===== config.mk =====
export PLATFORM = sky130hd
export DESIGN_NAME = match_ctrl
export DESIGN_NICKNAME = d
export VERILOG_FILES = /design/src/rtl/match_ctrl_pkg.sv /design/src/rtl/match_ctrl_player_select.sv /design/src/rtl/match_ctrl.sv
export SDC_FILE = /design/constraint.sdc
export NUM_CORES = 1
export LEC_CHECK = 0
export BUFFER_PORTS_ARGS = -buffer_cell sky130_fd_sc_hd__buf_2
export CAP_MARGIN = 20
export CELL_PAD_IN_SITES_DETAIL_PLACEMENT = 0
export CELL_PAD_IN_SITES_GLOBAL_PLACEMENT = 1
export CORE_ASPECT_RATIO = 0.9
export CORE_MARGIN = 4
export CORE_UTILIZATION = 44
export CTS_CLUSTER_DIAMETER = 100
export CTS_CLUSTER_SIZE = 30
export DETAILED_ROUTE_END_ITERATION = 8
export PLACE_DENSITY_LB_ADDON = 0.15
export SYNTH_ARGS = -nofsm -noshare
export SYNTH_HDL_FRONTEND = slang
export SYNTH_SLANG_ARGS = --single-unit

===== constraint.sdc =====
create_clock -name clk -period 3.04 [get_ports clk]
set_input_delay 0.304 -clock clk [delete_from_list [all_inputs] [get_ports clk]]
set_output_delay 0.304 -clock clk [all_outputs]
set_load 0.01 [all_outputs]

===== src/rtl/match_ctrl_pkg.sv =====
// match_pkg: FSM state encodings, default parameter values and skill codes
// shared by match_ctrl and player_select.
package match_pkg;

    typedef enum logic [2:0] {
        ST_SELECT      = 3'd0,
        ST_PLAYING     = 3'd1,
        ST_ROUND_END   = 3'd2,
        ST_RESET_PULSE = 3'd3,
        ST_MATCH_END   = 3'd4
    } state_t;

    localparam int unsigned DEF_WIN_ROUNDS = 2;
    localparam int unsigned DEF_END_DELAY  = 200000000;
    localparam int unsigned DEF_RESET_HOLD = 4;

    localparam logic [1:0] SKILL_0 = 2'd0;
    localparam logic [1:0] SKILL_1 = 2'd1;
    localparam logic [1:0] SKILL_2 = 2'd2;
    localparam logic [1:0] SKILL_3 = 2'd3;

    // Step the skill selection one position with wrap-around in both directions.
    function automatic logic [1:0] skill_step(input logic [1:0] sel, input logic up);
        if (up)
            return (sel == SKILL_3) ? SKILL_0 : sel + 2'd1;
        else
            return (sel == SKILL_0) ? SKILL_3 : sel - 2'd1;
    endfunction

endpackage


===== src/rtl/match_ctrl_player_select.sv =====
// player_select: per-player button edge detection, skill selection with wrap,
// and the ready latch. Instantiated once per player by match_ctrl.
module player_select
    import match_pkg::*;
(
    input  logic       clk,
    input  logic       rstn,
    input  logic       i_left,
    input  logic       i_right,
    input  logic       i_confirm,
    input  logic       i_sel_en,
    input  logic       i_lock,
    input  logic       i_clr_ready,
    output logic [1:0] o_sel,
    output logic       o_ready,
    output logic       o_confirm_edge
);

    logic       r_left_q;
    logic       r_right_q;
    logic       r_confirm_q;
    logic [1:0] r_sel;
    logic       r_ready;
    logic       w_left_edge;
    logic       w_right_edge;

    assign w_left_edge    = i_left    & ~r_left_q;
    assign w_right_edge   = i_right   & ~r_right_q;
    assign o_confirm_edge = i_confirm & ~r_confirm_q;
    assign o_sel          = r_sel;
    assign o_ready        = r_ready;

    // Edge registers come out of reset high so a button held through reset is not an edge.
    always_ff @(posedge clk) begin
        if (!rstn) begin
            r_left_q    <= 1'b1;
            r_right_q   <= 1'b1;
            r_confirm_q <= 1'b1;
        end else begin
            r_left_q    <= i_left;
            r_right_q   <= i_right;
            r_confirm_q <= i_confirm;
        end
    end

    always_ff @(posedge clk) begin
        if (!rstn) begin
            r_sel   <= SKILL_0;
            r_ready <= 1'b0;
        end else if (i_clr_ready) begin
            r_ready <= 1'b0;
        end else if (i_sel_en && !r_ready) begin
            if (o_confirm_edge)
                r_ready <= 1'b1;
            else if (!i_lock && (w_left_edge ^ w_right_edge))
                r_sel <= skill_step(r_sel, w_right_edge);
        end
    end

endmodule


===== src/rtl/match_ctrl.sv =====
// match_ctrl: best-of match sequencer around the game controller.
// Optional MATCH_SKILL_LOCK_EN freezes skill selection after the first round of a match.
module match_ctrl
    import match_pkg::*;
#(
    parameter int unsigned WIN_ROUNDS = DEF_WIN_ROUNDS,
    parameter int unsigned END_DELAY  = DEF_END_DELAY,
    parameter int unsigned RESET_HOLD = DEF_RESET_HOLD
) (
    input  logic       clk,
    input  logic       rstn,
    input  logic       p1_left,
    input  logic       p1_right,
    input  logic       p1_confirm,
    input  logic       p2_left,
    input  logic       p2_right,
    input  logic       p2_confirm,
    input  logic       game_start,
    input  logic       game_over,
    input  logic       p1_win,
    output logic [1:0] p1_skill_sel,
    output logic [1:0] p2_skill_sel,
    output logic       p1_ready,
    output logic       p2_ready,
    output logic       game_reset,
    output logic [2:0] p1_score,
    output logic [2:0] p2_score,
    output logic       match_over,
    output logic       match_p1_win,
    output logic [2:0] state
);

    localparam int unsigned DW  = (END_DELAY  > 1) ? $clog2(END_DELAY)  : 1;
    localparam int unsigned HW  = (RESET_HOLD > 1) ? $clog2(RESET_HOLD) : 1;
    localparam logic [2:0]  WIN = 3'(WIN_ROUNDS);

    state_t        r_state;
    logic [DW-1:0] r_delay;
    logic [HW-1:0] r_hold;
    logic [2:0]    r_p1_score;
    logic [2:0]    r_p2_score;
    logic          r_match_over;
    logic          r_match_p1_win;
    logic          r_game_reset;
    logic          w_sel_en;
    logic          w_lock;
    logic          w_p1_conf;
    logic          w_p2_conf;
    logic          w_match_won;
    logic          w_to_pulse;

    assign w_sel_en    = (r_state == ST_SELECT);
    assign w_match_won = (r_p1_score == WIN) || (r_p2_score == WIN);
    // Ready flags drop on the same edge that enters RESET_PULSE.
    assign w_to_pulse  = ((r_state == ST_ROUND_END) && (r_delay == '0) && !w_match_won)
                      || ((r_state == ST_MATCH_END) && (w_p1_conf || w_p2_conf));

`ifdef MATCH_SKILL_LOCK_EN
    logic r_locked;
    always_ff @(posedge clk) begin
        if (!rstn)
            r_locked <= 1'b0;
        else if ((r_state == ST_PLAYING) && game_over)
            r_locked <= 1'b1;
        else if ((r_state == ST_MATCH_END) && (w_p1_conf || w_p2_conf))
            r_locked <= 1'b0;
    end
    assign w_lock = r_locked;
`else
    assign w_lock = 1'b0;
`endif

    player_select u_p1 (
        .clk(clk), .rstn(rstn),
        .i_left(p1_left), .i_right(p1_right), .i_confirm(p1_confirm),
        .i_sel_en(w_sel_en), .i_lock(w_lock), .i_clr_ready(w_to_pulse),
        .o_sel(p1_skill_sel), .o_ready(p1_ready), .o_confirm_edge(w_p1_conf)
    );

    player_select u_p2 (
        .clk(clk), .rstn(rstn),
        .i_left(p2_left), .i_right(p2_right), .i_confirm(p2_confirm),
        .i_sel_en(w_sel_en), .i_lock(w_lock), .i_clr_ready(w_to_pulse),
        .o_sel(p2_skill_sel), .o_ready(p2_ready), .o_confirm_edge(w_p2_conf)
    );

    always_ff @(posedge clk) begin
        if (!rstn) begin
            r_state        <= ST_SELECT;
            r_delay        <= '0;
            r_hold         <= '0;
            r_p1_score     <= '0;
            r_p2_score     <= '0;
            r_match_over   <= 1'b0;
            r_match_p1_win <= 1'b0;
            r_game_reset   <= 1'b0;
        end else begin
            case (r_state)
                ST_SELECT: begin
                    if (game_start)
                        r_state <= ST_PLAYING;
                end
                ST_PLAYING: begin
                    if (game_over) begin
                        if (p1_win) begin
                            if (r_p1_score < WIN) r_p1_score <= r_p1_score + 3'd1;
                        end else begin
                            if (r_p2_score < WIN) r_p2_score <= r_p2_score + 3'd1;
                        end
                        r_delay <= DW'(END_DELAY - 1);
                        r_state <= ST_ROUND_END;
                    end
                end
                ST_ROUND_END: begin
                    if (r_delay != '0) begin
                        r_delay <= r_delay - 1'b1;
                    end else if (w_match_won) begin
                        r_state        <= ST_MATCH_END;
                        r_match_over   <= 1'b1;
                        r_match_p1_win <= (r_p1_score == WIN);
                    end else begin
                        r_state      <= ST_RESET_PULSE;
                        r_hold       <= HW'(RESET_HOLD - 1);
                        r_game_reset <= 1'b1;
                    end
                end
                ST_RESET_PULSE: begin
                    if (r_hold != '0) begin
                        r_hold <= r_hold - 1'b1;
                    end else begin
                        r_state      <= ST_SELECT;
                        r_game_reset <= 1'b0;
                    end
                end
                ST_MATCH_END: begin
                    if (w_p1_conf || w_p2_conf) begin
                        r_p1_score     <= '0;
                        r_p2_score     <= '0;
                        r_match_over   <= 1'b0;
                        r_match_p1_win <= 1'b0;
                        r_hold         <= HW'(RESET_HOLD - 1);
                        r_game_reset   <= 1'b1;
                        r_state        <= ST_RESET_PULSE;
                    end
                end
                default: r_state <= ST_SELECT;
            endcase
        end
    end

    assign p1_score     = r_p1_score;
    assign p2_score     = r_p2_score;
    assign match_over   = r_match_over;
    assign match_p1_win = r_match_p1_win;
    assign game_reset   = r_game_reset;
    assign state        = r_state;

endmodule

==> impl_metrics.json, run 1 <==
{
  "status": "completed",
  "cts.sinks": 54,
  "worst_pin_slew_ns": 0.6053,
  "hpwl_microns": 4640,
  "cp-end-kind": "flop",
  "drt_iter0_drc": 117,
  "synth_area_sq_um": 2880,
  "yosys_warnings": 0,
  "min-delay-path-class": "input port to flop",
  "power_density_nw_per_um2": 995.2,
  "grt_overflow_total": 0,
  "cts_max_path_buffers": 2,
  "start_util": 0.4609,
  "clock_latency_ns": 0.31,
  "path_cells": "inv_1 > ha_1 > nor4b_1 > nand3_1 > nor4_2 > buf_4 > o21ai_0 > nand4_1 > mux2i_1",
  "synth_area_per_cell_sq_um": 8.496,
  "drive_gt1_frac": 0.1580,
  "rrSetupSlack_ns": 0.58,
  "vias_per_cell": 5.304,
  "post-synth-top-count-cell": "dfxtp_1",
  "antenna_found_initial": 0,
  "cts_hold_buf": 0,
  "finalHoldWorstSlack_ns": 0.1806,
  "slew_violations": 0,
  "syn_to_final_growth_pct": 11.08,
  "slew_headroom": 0.5942,
  "synth_top_area_cell": "dfxtp_1",
  "grt_pass1_wl_microns": 10700,
  "netlist.area_leader.share": 0.3753,
  "yosys-top-cells-area": "dfxtp_1 38%, xnor2_1 7.0%, ha_1 4.8%, a21boi_0 4.2%, nand2_1 4.2%",
  "vias": 2408,
  "nNetsFinal": 388,
  "grt_pass1_vias": 2184,
  "place_congestion": 0.7882,
  "fmax_ghz": 0.4059,
  "drt_wl_total_microns": 6317,
  "total_power_mw": 3.184,
  "start_kind": "flop",
  "final-setup-viol-count": 0,
  "fillCellCount": 638,
  "cts.repair.resized": 0,
  "cpLargestDelayFamily": "simple AND/OR/NAND/NOR gates",
  "io_buffers": 28,
  "finalCritPeriodShare": 0.8105,
  "cts.htree.levels": 2,
  "postCtsSetupRepairBufs": 0,
  "drc": 0,
  "max_stage_delay_ns": 0.45,
  "grt_start_max_net_pins": 28,
  "fin_skew_ns": 0.01098,
  "ant_nets": 0,
  "num_antenna_cells": 0,
  "maxCapViolCount": 0,
  "critPathKind": "flop to flop",
  "dieHeight_microns": 84.76,
  "required_ns": 3.29,
  "leakage_nw": 1.277,
  "seq_area_sq_um": 1081,
  "synth-async-reset-ratio": 0,
  "cts_made_buffers": 5,
  "cts-root-buf": "clkbuf_8",
  "grt.total_usage": 0.1673,
  "dieArea_sq_um": 7906,
  "chipWidth_microns": 93.29,
  "firstDrtPassIters": 4,
  "detail_route.wl_per_cell_microns": 13.91,
  "syn-num-nets": 361,
  "postSynthCellCount": 339,
  "fin_crit_ns": 2.464,
  "hold_viol": 0,
  "multi_input_area_sq_um": 1678,
  "rsz0062_at_grt": "no",
  "cp.arrival_ns": 2.72,
  "yosysSeqAreaShare": 0.3753,
  "ys.flop_type": "dfxtp_1",
  "finalSetupTns_ns": 0,
  "ios": 29,
  "crit_fanout": 17,
  "critPathBufInv": 2,
  "critPathSlowestCell": "nor4b_1",
  "ys_seq_elements": 54,
  "num_rows": 27,
  "synth_top_cells_by_count": "54 x dfxtp_1, 32 x nand2_1, 30 x nor2_1",
  "synth_cell_types": 54,
  "core-area_sq_um": 6250,
  "ir_worst_vdd_mv": 0.3894,
  "cts_tree": "done",
  "synth_edf_count": 0,
  "cts.clk_slew.worst_paths_ns": 0.10
}
## placed cells by master, fill, tap and decap left out, types with 3 or more instances in the layout
cell / count
nand2_1: 32
buf_2: 28
or3_1: 5
ha_1: 11
nand3_1: 13
a21boi_1: 5
nor4_1: 12
nand2b_1: 9
nor4_2: 3
nor2b_1: 13
nand4_1: 5
nor3_1: 17
a21oi_1: 12
xor2_1: 5
dfxtp_1: 54
or4_4: 3
nor2_1: 30
inv_1: 12
clkbuf_8: 5
xnor2_1: 23
o211a_1: 3
a21boi_0: 16
buf_4: 8
a31oi_1: 3
o21ai_0: 5
## per-layer routing
| metal | global-route usage | routed length (microns) |
|---|---|---|
| met5 | 0 | 0 |
| met4 | 0.04794 | 61 |
| met3 | 0.03047 | 247 |
| met2 | 0.2364 | 2651 |
| met1 | 0.2560 | 3355 |
## layout make-up
cell class                      count  area share
Inverter                           12     0.01408
Clock inverter                      2    0.004302
Clock buffer                        6     0.02268
Tap cell                           87     0.03402
Multi-Input combinational cell    257      0.5244
Sequential cell                    54      0.3379
Timing Repair Buffer               36     0.06257
## worst reg2reg max path, stage by stage (launching register included)
cell	delay, ns
dfxtp_1	0.36
inv_1	0.09
ha_1	0.14
nor4b_1	0.45
nand3_1	0.20
nor4_2	0.33
buf_4	0.30
o21ai_0	0.16
nand4_1	0.17
mux2i_1	0.18
## stage by stage
| stage | setup WS [ns] | utilization | std cells | area (sq um) |
|---|---|---|---|---|
| after floorplan | 0.8602 | - | 339 | 2880 |
| after global placement | 0.7010 | 0.4981 | 446 | 3113 |
| after detailed placement | 0.6123 | 0.4981 | 446 | 3113 |
| after CTS | 0.5817 | 0.5119 | 454 | 3199 |
| after global routing | 0.3501 | 0.5119 | 454 | 3199 |
| final | 0.5761 | 0.5119 | 454 | 3199 |
## registers in the layout, summed over array words and instances (netlist names)
| register | flops |
|---|---|
| r_delay | 28 |
| p1_score | 3 |
| p2_score | 3 |
| state | 3 |
| r_hold | 2 |
| u_p1.o_sel | 2 |
| u_p2.o_sel | 2 |
| game_reset | 1 |
| match_over | 1 |
| match_p1_win | 1 |
| u_p1.o_ready | 1 |
| u_p1.r_confirm_q | 1 |
| u_p1.r_left_q | 1 |
| u_p1.r_right_q | 1 |
| u_p2.o_ready | 1 |
| u_p2.r_confirm_q | 1 |
| u_p2.r_left_q | 1 |
| u_p2.r_right_q | 1 |
## report_power, final
group          leakage, nW  switching, mW  internal (mW)
Combinational        0.791          0.994          0.692
Clock               0.0452          0.242          0.163
Sequential           0.441          0.202          0.891
Total                 1.28           1.44           1.75
## logic make-up after synthesis
family          Yosys count  share of synthesized area
compound gates           58                     0.1412
xor+xnor                 28                    0.08514
fa+ha+maj                11                    0.04778
buf+inv                  28                    0.04213
flops                    54                     0.3753
mux                       2                   0.007385
simple gates            158                     0.3010
## final timing paths
| check | endpoint | cells after the start | from |
|---|---|---|---|
| worst min-delay path | u_p1.r_left_q | 2 | p1_left |
| worst max register to register | r_delay[26] | 9 | r_delay[0] |
| worst min register to register | match_p1_win | 2 | match_p1_win |
| worst max-delay path | r_delay[26] | 9 | r_delay[0] |
Note: power is estimated with default switching activity, not from simulation.
==> inputs of run 2 (changes only) <==
==> constraint.sdc (replaced) <==
create_clock -name clk -period 2.3 [get_ports clk]
set_input_delay 0.23 -clock clk [delete_from_list [all_inputs] [get_ports clk]]
set_output_delay 0.23 -clock clk [all_outputs]
set_load 0.01 [all_outputs]
==> run 2 against run 1 <==
- maximum frequency is 12% higher
- clock power grew 37%
- combinational power rose by 72%
- die area unchanged
- cell count grew 4.6%
- clock skew fell by 0.0016 ns
- cell area rose by 6.5%
- non-clock buffer count increased by 21
- global-route usage up 1.1 points
- via count increased by 4.5%
- critical path type unchanged
- critical endpoint is now r_delay[2]
==> impl_metrics.json, run 2 (synthesis results as in run 1) <==
{
  "ant_nets": 0,
  "chipWidth_microns": 93.29,
  "finalHoldWorstSlack_ns": 0.1086,
  "cp-end-kind": "flop",
  "final-setup-viol-count": 0,
  "detail_route.wl_per_cell_microns": 14.29,
  "grt.total_usage": 0.1780,
  "critPathKind": "flop to flop",
  "required_ns": 2.52,
  "antenna_found_initial": 0,
  "cts_hold_buf": 0,
  "dieHeight_microns": 84.76,
  "p_int_mw": 2.767,
  "leakage_nw": 1.396,
  "grt_overflow_total": 0,
  "fin_skew_ns": 0.009353,
  "dieArea_sq_um": 7906,
  "switchingPower_mw": 2.149,
  "cts_max_path_buffers": 2,
  "crit_fanout": 9,
  "largest_register_ffs": 28,
  "rsz0062_at_grt": "no",
  "cts-root-buf": "clkbuf_8",
  "syn_to_final_growth_pct": 18.25,
  "drt_iter0_drc": 105,
  "pre_cts_ws_ns": 0.02753,
  "dp.cells": 464,
  "seq_power_share": 0.298,
  "drt_wl_total_microns": 6787,
  "grt_pass1_vias": 2315,
  "start_kind": "flop",
  "cp.arrival_ns": 2.41,
  "post_layout_nonfiller_instances": 475,
  "status": "completed",
  "cts_made_buffers": 5,
  "slew_headroom": 0.5392,
  "fmax_ghz": 0.4564,
  "cts.clk_slew.worst_paths_ns": 0.10,
  "grt_pass1_wl_microns": 11460,
  "drc": 0,
  "num_rows": 27,
  "core-area_sq_um": 6250,
  "start_util": 0.4609,
  "grt_start_max_net_pins": 29,
  "cts.sinks": 54,
  "worst_pin_slew_ns": 0.6823,
  "hpwl_microns": 4859,
  "min-delay-path-class": "input port to flop",
  "vias_per_cell": 5.297,
  "pwr-share-clk": 0.112,
  "vias": 2516,
  "worst_slack_ns": 0.1087,
  "firstDrtPassIters": 4,
  "ir_worst_vdd_mv": 0.6300,
  "num_antenna_cells": 0,
  "fin_area_sq_um": 3406,
  "fin_crit_ns": 2.191,
  "finalCritPeriodShare": 0.9527,
  "power_density_nw_per_um2": 1444,
  "ios": 29,
  "cts.htree.levels": 2,
  "hold_viol": 0,
  "cts_tree": "done",
  "io_buffers": 28,
  "finalSetupTns_ns": 0,
  "drive_gt1_frac": 0.2165,
  "nNetsFinal": 409,
  "combPwrFrac": 0.589,
  "slew_violations": 0,
  "final_common_cell": "dfxtp_1",
  "layout_common_cells": "53 x dfxtp_1, 32 x nand2_1, 30 x nor2_1",
  "dpl_cell_area_sq_um": 3248,
  "maxCapViolCount": 0,
  "p_sw_frac": 0.4371,
  "place_congestion": 0.8257,
  "clock_latency_ns": 0.31,
  "largest_register": "r_delay"
}
-- run 2: final timing paths --
path	startpoint	endpoint	slack, ns	depth (start not counted)
setup / recovery	r_delay[1]	r_delay[2]	0.11	9
hold / removal	p1_left	u_p1.r_left_q	0.11	2
setup reg to reg	r_delay[1]	r_delay[2]	0.11	9
hold reg to reg	match_p1_win	match_p1_win	0.48	2
-- run 2: critical path, cell delays in order (launching register included) --
cell     delay (ns)
dfxtp_1        0.36
inv_1          0.09
ha_1           0.16
nor4b_2        0.20
buf_4          0.16
nand3_2        0.09
or4_4          0.62
a31oi_1        0.19
a31oi_1        0.06
o21a_1         0.18
-- run 2: stage by stage --
| stage | total power, mW | util |
|---|---|---|
| after global routing | 5.327 | 0.5449 |
| after detailed placement | 4.082 | 0.5197 |
| final | 4.916 | 0.5449 |
| after global placement | 4.057 | 0.5197 |
| after floorplan | 3.219 | - |
| after CTS | 4.665 | 0.5343 |
-- run 2: power by group through the flow --
stage / sequential [mW] / combinational [mW] / clock, mW
2_1_floorplan: 1.42 / 1.80 / 0
4_1_cts: 1.43 / 2.66 / 0.575
6_report: 1.47 / 2.90 / 0.553
5_1_grt: 1.51 / 3.21 / 0.613
3_3_place_gp: 1.45 / 2.60 / 0
3_5_place_dp: 1.45 / 2.63 / 0
-- run 2: layout make-up --
cell class / instances / area, sq um
clock buffers: 7 / 86.33
clock inverters: 1 / 5.005
fillers: 602 / 2844
inverters: 12 / 45.04
multi-input cells: 257 / 1717
flip-flops and latches: 54 / 1082
well taps: 87 / 108.9
repair buffers: 57 / 361.6
-- run 2: per-layer routing --
| metal | routed length (microns) | share of wire | global-route usage |
|---|---|---|---|
| met3 | 236 | 0.035 | 0.03584 |
| met5 | 0 | 0 | 0 |
| met4 | 64 | 0.0094 | 0.04527 |
| met2 | 2750 | 0.41 | 0.2455 |
| met1 | 3736 | 0.55 | 0.2771 |
-- run 2: repair_timing --
item                       CTS  global route
pin swaps                    0             3
gates cloned                 0             1
buffers inserted             0             2
setup endpoints to repair    1            23
gates resized for setup      1            11
==> inputs of run 3 (changes only) <==
--- a/config.mk
+++ b/config.mk
@@ -16,6 +16,7 @@
 export CTS_CLUSTER_SIZE = 30
 export DETAILED_ROUTE_END_ITERATION = 8
 export PLACE_DENSITY_LB_ADDON = 0.15
+export SETUP_SLACK_MARGIN = 0.2
 export SYNTH_ARGS = -nofsm -noshare
 export SYNTH_HDL_FRONTEND = slang
 export SYNTH_SLANG_ARGS = --single-unit
==> run 3 against run 2 <==
- worst hold slack better by 0.0021 ns
- critical endpoint unchanged
- cell area grew 2.2%
- register-to-register slack improved by 0.06 ns
- first-iteration DRC count up 80%
- combinational power is 5% higher
- core utilization up 1.2 points
- non-clock buffer count stayed put
- setup slack improved by 0.064 ns
- flip-flop and latch count stayed put
- cell count rose by 0.21%
- wire length up 1.9%
- maximum frequency up 3.0%
==> impl_metrics.json, run 3 (synthesis results as in run 1) <==
{
  "status": "completed",
  "finalCritPeriodShare": 0.9251,
  "critPathSlowestCell": "or4_4",
  "firstDrtPassIters": 4,
  "drt_iter0_drc": 189,
  "io_buffers": 28,
  "crit_fanout": 5,
  "grt.total_usage": 0.1702,
  "p_sw_frac": 0.4408,
  "required_ns": 2.51,
  "start_util": 0.4609,
  "r2r_end": "r_delay[2]",
  "combPwrFrac": 0.601,
  "clock_latency_ns": 0.31,
  "dieArea_sq_um": 7906,
  "dieHeight_microns": 84.76,
  "fin_area_sq_um": 3482,
  "leakage_nw": 1.414,
  "place_congestion": 0.7934,
  "cts_hold_buf": 0,
  "hold_viol": 0,
  "grt_overflow_total": 0,
  "ant_nets": 0,
  "maxCapViolCount": 0,
  "layout_common_cells": "50 x dfxtp_1, 32 x nand2_1, 29 x nor2_1",
  "syn_to_final_growth_pct": 20.89,
  "nNetsFinal": 410,
  "antenna_found_initial": 0,
  "total_power_mw": 5.080,
  "finalSetupTns_ns": 0,
  "start_kind": "flop",
  "cp.depth": 8,
  "chipWidth_microns": 93.29,
  "hpwl_microns": 4737,
  "reg2reg_depth": 8,
  "worstReg2RegStart": "r_delay[0]",
  "worst_pin_slew_ns": 0.6262,
  "crit_top_cell": "a31oi_1",
  "fin_skew_ns": 0.009727,
  "path_cells": "inv_2 > ha_1 > nor4b_4 > nand3_2 > or4_4 > a31oi_1 > a31oi_1 > o21a_1",
  "largest_register": "r_delay",
  "core-area_sq_um": 6250,
  "slew_violations": 0,
  "min-delay-path-class": "input port to flop",
  "dp.cells": 462,
  "worst_slack_ns": 0.1723,
  "grt_pass1_vias": 2274,
  "cp-end-kind": "flop",
  "fin_crit_ns": 2.128,
  "ios": 29,
  "detail_route.wl_per_cell_microns": 14.53,
  "drive_gt1_frac": 0.2519,
  "vias": 2525,
  "rsz0062_at_grt": "yes",
  "min_path_cells": 2,
  "grt_start_max_net_pins": 46,
  "post_layout_nonfiller_instances": 476,
  "rrSetupSlack_ns": 0.17,
  "num_antenna_cells": 0,
  "fillCellCount": 595,
  "num_rows": 27,
  "seq_power_share": 0.289,
  "cts_made_buffers": 5,
  "cts.sinks": 54,
  "final_common_cell": "dfxtp_1",
  "min_from": "p1_left",
  "pre_cts_ws_ns": 0.1553,
  "largest_register_ffs": 28,
  "power_density_nw_per_um2": 1459,
  "drt_wl_total_microns": 6915,
  "ir_worst_vdd_mv": 0.8070,
  "p_int_mw": 2.841,
  "slew_headroom": 0.5771,
  "critPathBufInv": 1,
  "drc": 0,
  "cts-root-buf": "clkbuf_8",
  "switchingPower_mw": 2.239,
  "max_stage_delay_ns": 0.59,
  "min_to": "u_p1.r_left_q",
  "cts_tree": "done",
  "cts_max_path_buffers": 2,
  "critPathKind": "flop to flop",
  "cts.htree.levels": 2,
  "pwr-share-clk": 0.110,
  "cts.clk_slew.worst_paths_ns": 0.10,
  "dpl_cell_area_sq_um": 3239,
  "cp.arrival_ns": 2.34,
  "fmax_ghz": 0.4700,
  "final-setup-viol-count": 0,
  "cpLargestDelayFamily": "simple AND/OR/NAND/NOR gates",
  "grt_pass1_wl_microns": 11010,
  "vias_per_cell": 5.305
}
[run 3: cell types whose count changed in the layout (fill, tap and decap cells not counted), sizes merged]
| cell | change |
|---|---|
| clkbuf | -1 |
| clkinvlp | +1 |
| or4 | +1 |
[run 3: metal layers]
metal / global-route usage / share of wire
met5: 0 / 0
met4: 0.03995 / 0.0078
met3: 0.03226 / 0.048
met2: 0.2526 / 0.44
met1: 0.2526 / 0.50
[run 3: layout make-up]
class                      count  area (sq um)  area share
sequential                    54          1089      0.3126
clock buffer                   6         82.58     0.02372
multi-input combinational    258          1779      0.5110
clock inverter                 2         12.51    0.003593
tap                           87         108.9     0.03126
inverter                      12         45.04     0.01294
timing repair buffer          57         365.4      0.1049
[run 3: worst max-delay path by stage]
stage	from	endpoint	slack, ns
2_1_floorplan	r_delay[18]	r_delay[1]	0.20
3_3_place_gp	r_delay[0]	r_delay[2]	0.21
3_5_place_dp	r_delay[0]	r_delay[2]	0.16
4_1_cts	r_delay[0]	r_delay[2]	0.13
5_1_grt	r_delay[0]	r_delay[2]	0.09
6_report	r_delay[0]	r_delay[2]	0.17
[run 3: stage by stage]
stage	utilization	hold slack (ns)
after detailed placement	0.5183	0.4243
after global placement	0.5183	0.4234
after CTS	0.5337	0.1010
after floorplan	-	0.3315
final	0.5572	0.1107
after global routing	0.5572	0.1103
[run 3: power groups by stage]
| stage | Sequential [mW] | Clock [mW] | Combinational [mW] |
|---|---|---|---|
| after detailed placement | 1.45 | 0 | 2.57 |
| after global routing | 1.51 | 0.623 | 3.36 |
| final | 1.47 | 0.559 | 3.05 |
| after floorplan | 1.42 | 0 | 1.81 |
| after global placement | 1.45 | 0 | 2.53 |
| after CTS | 1.44 | 0.577 | 2.59 |
[run 3: what timing repair did]
action | in CTS | in global routing
pin swaps | 0 | 7
resized for setup | 1 | 38
buffers inserted | 0 | 4
cloned | 0 | 2
setup endpoints to repair | 18 | 34
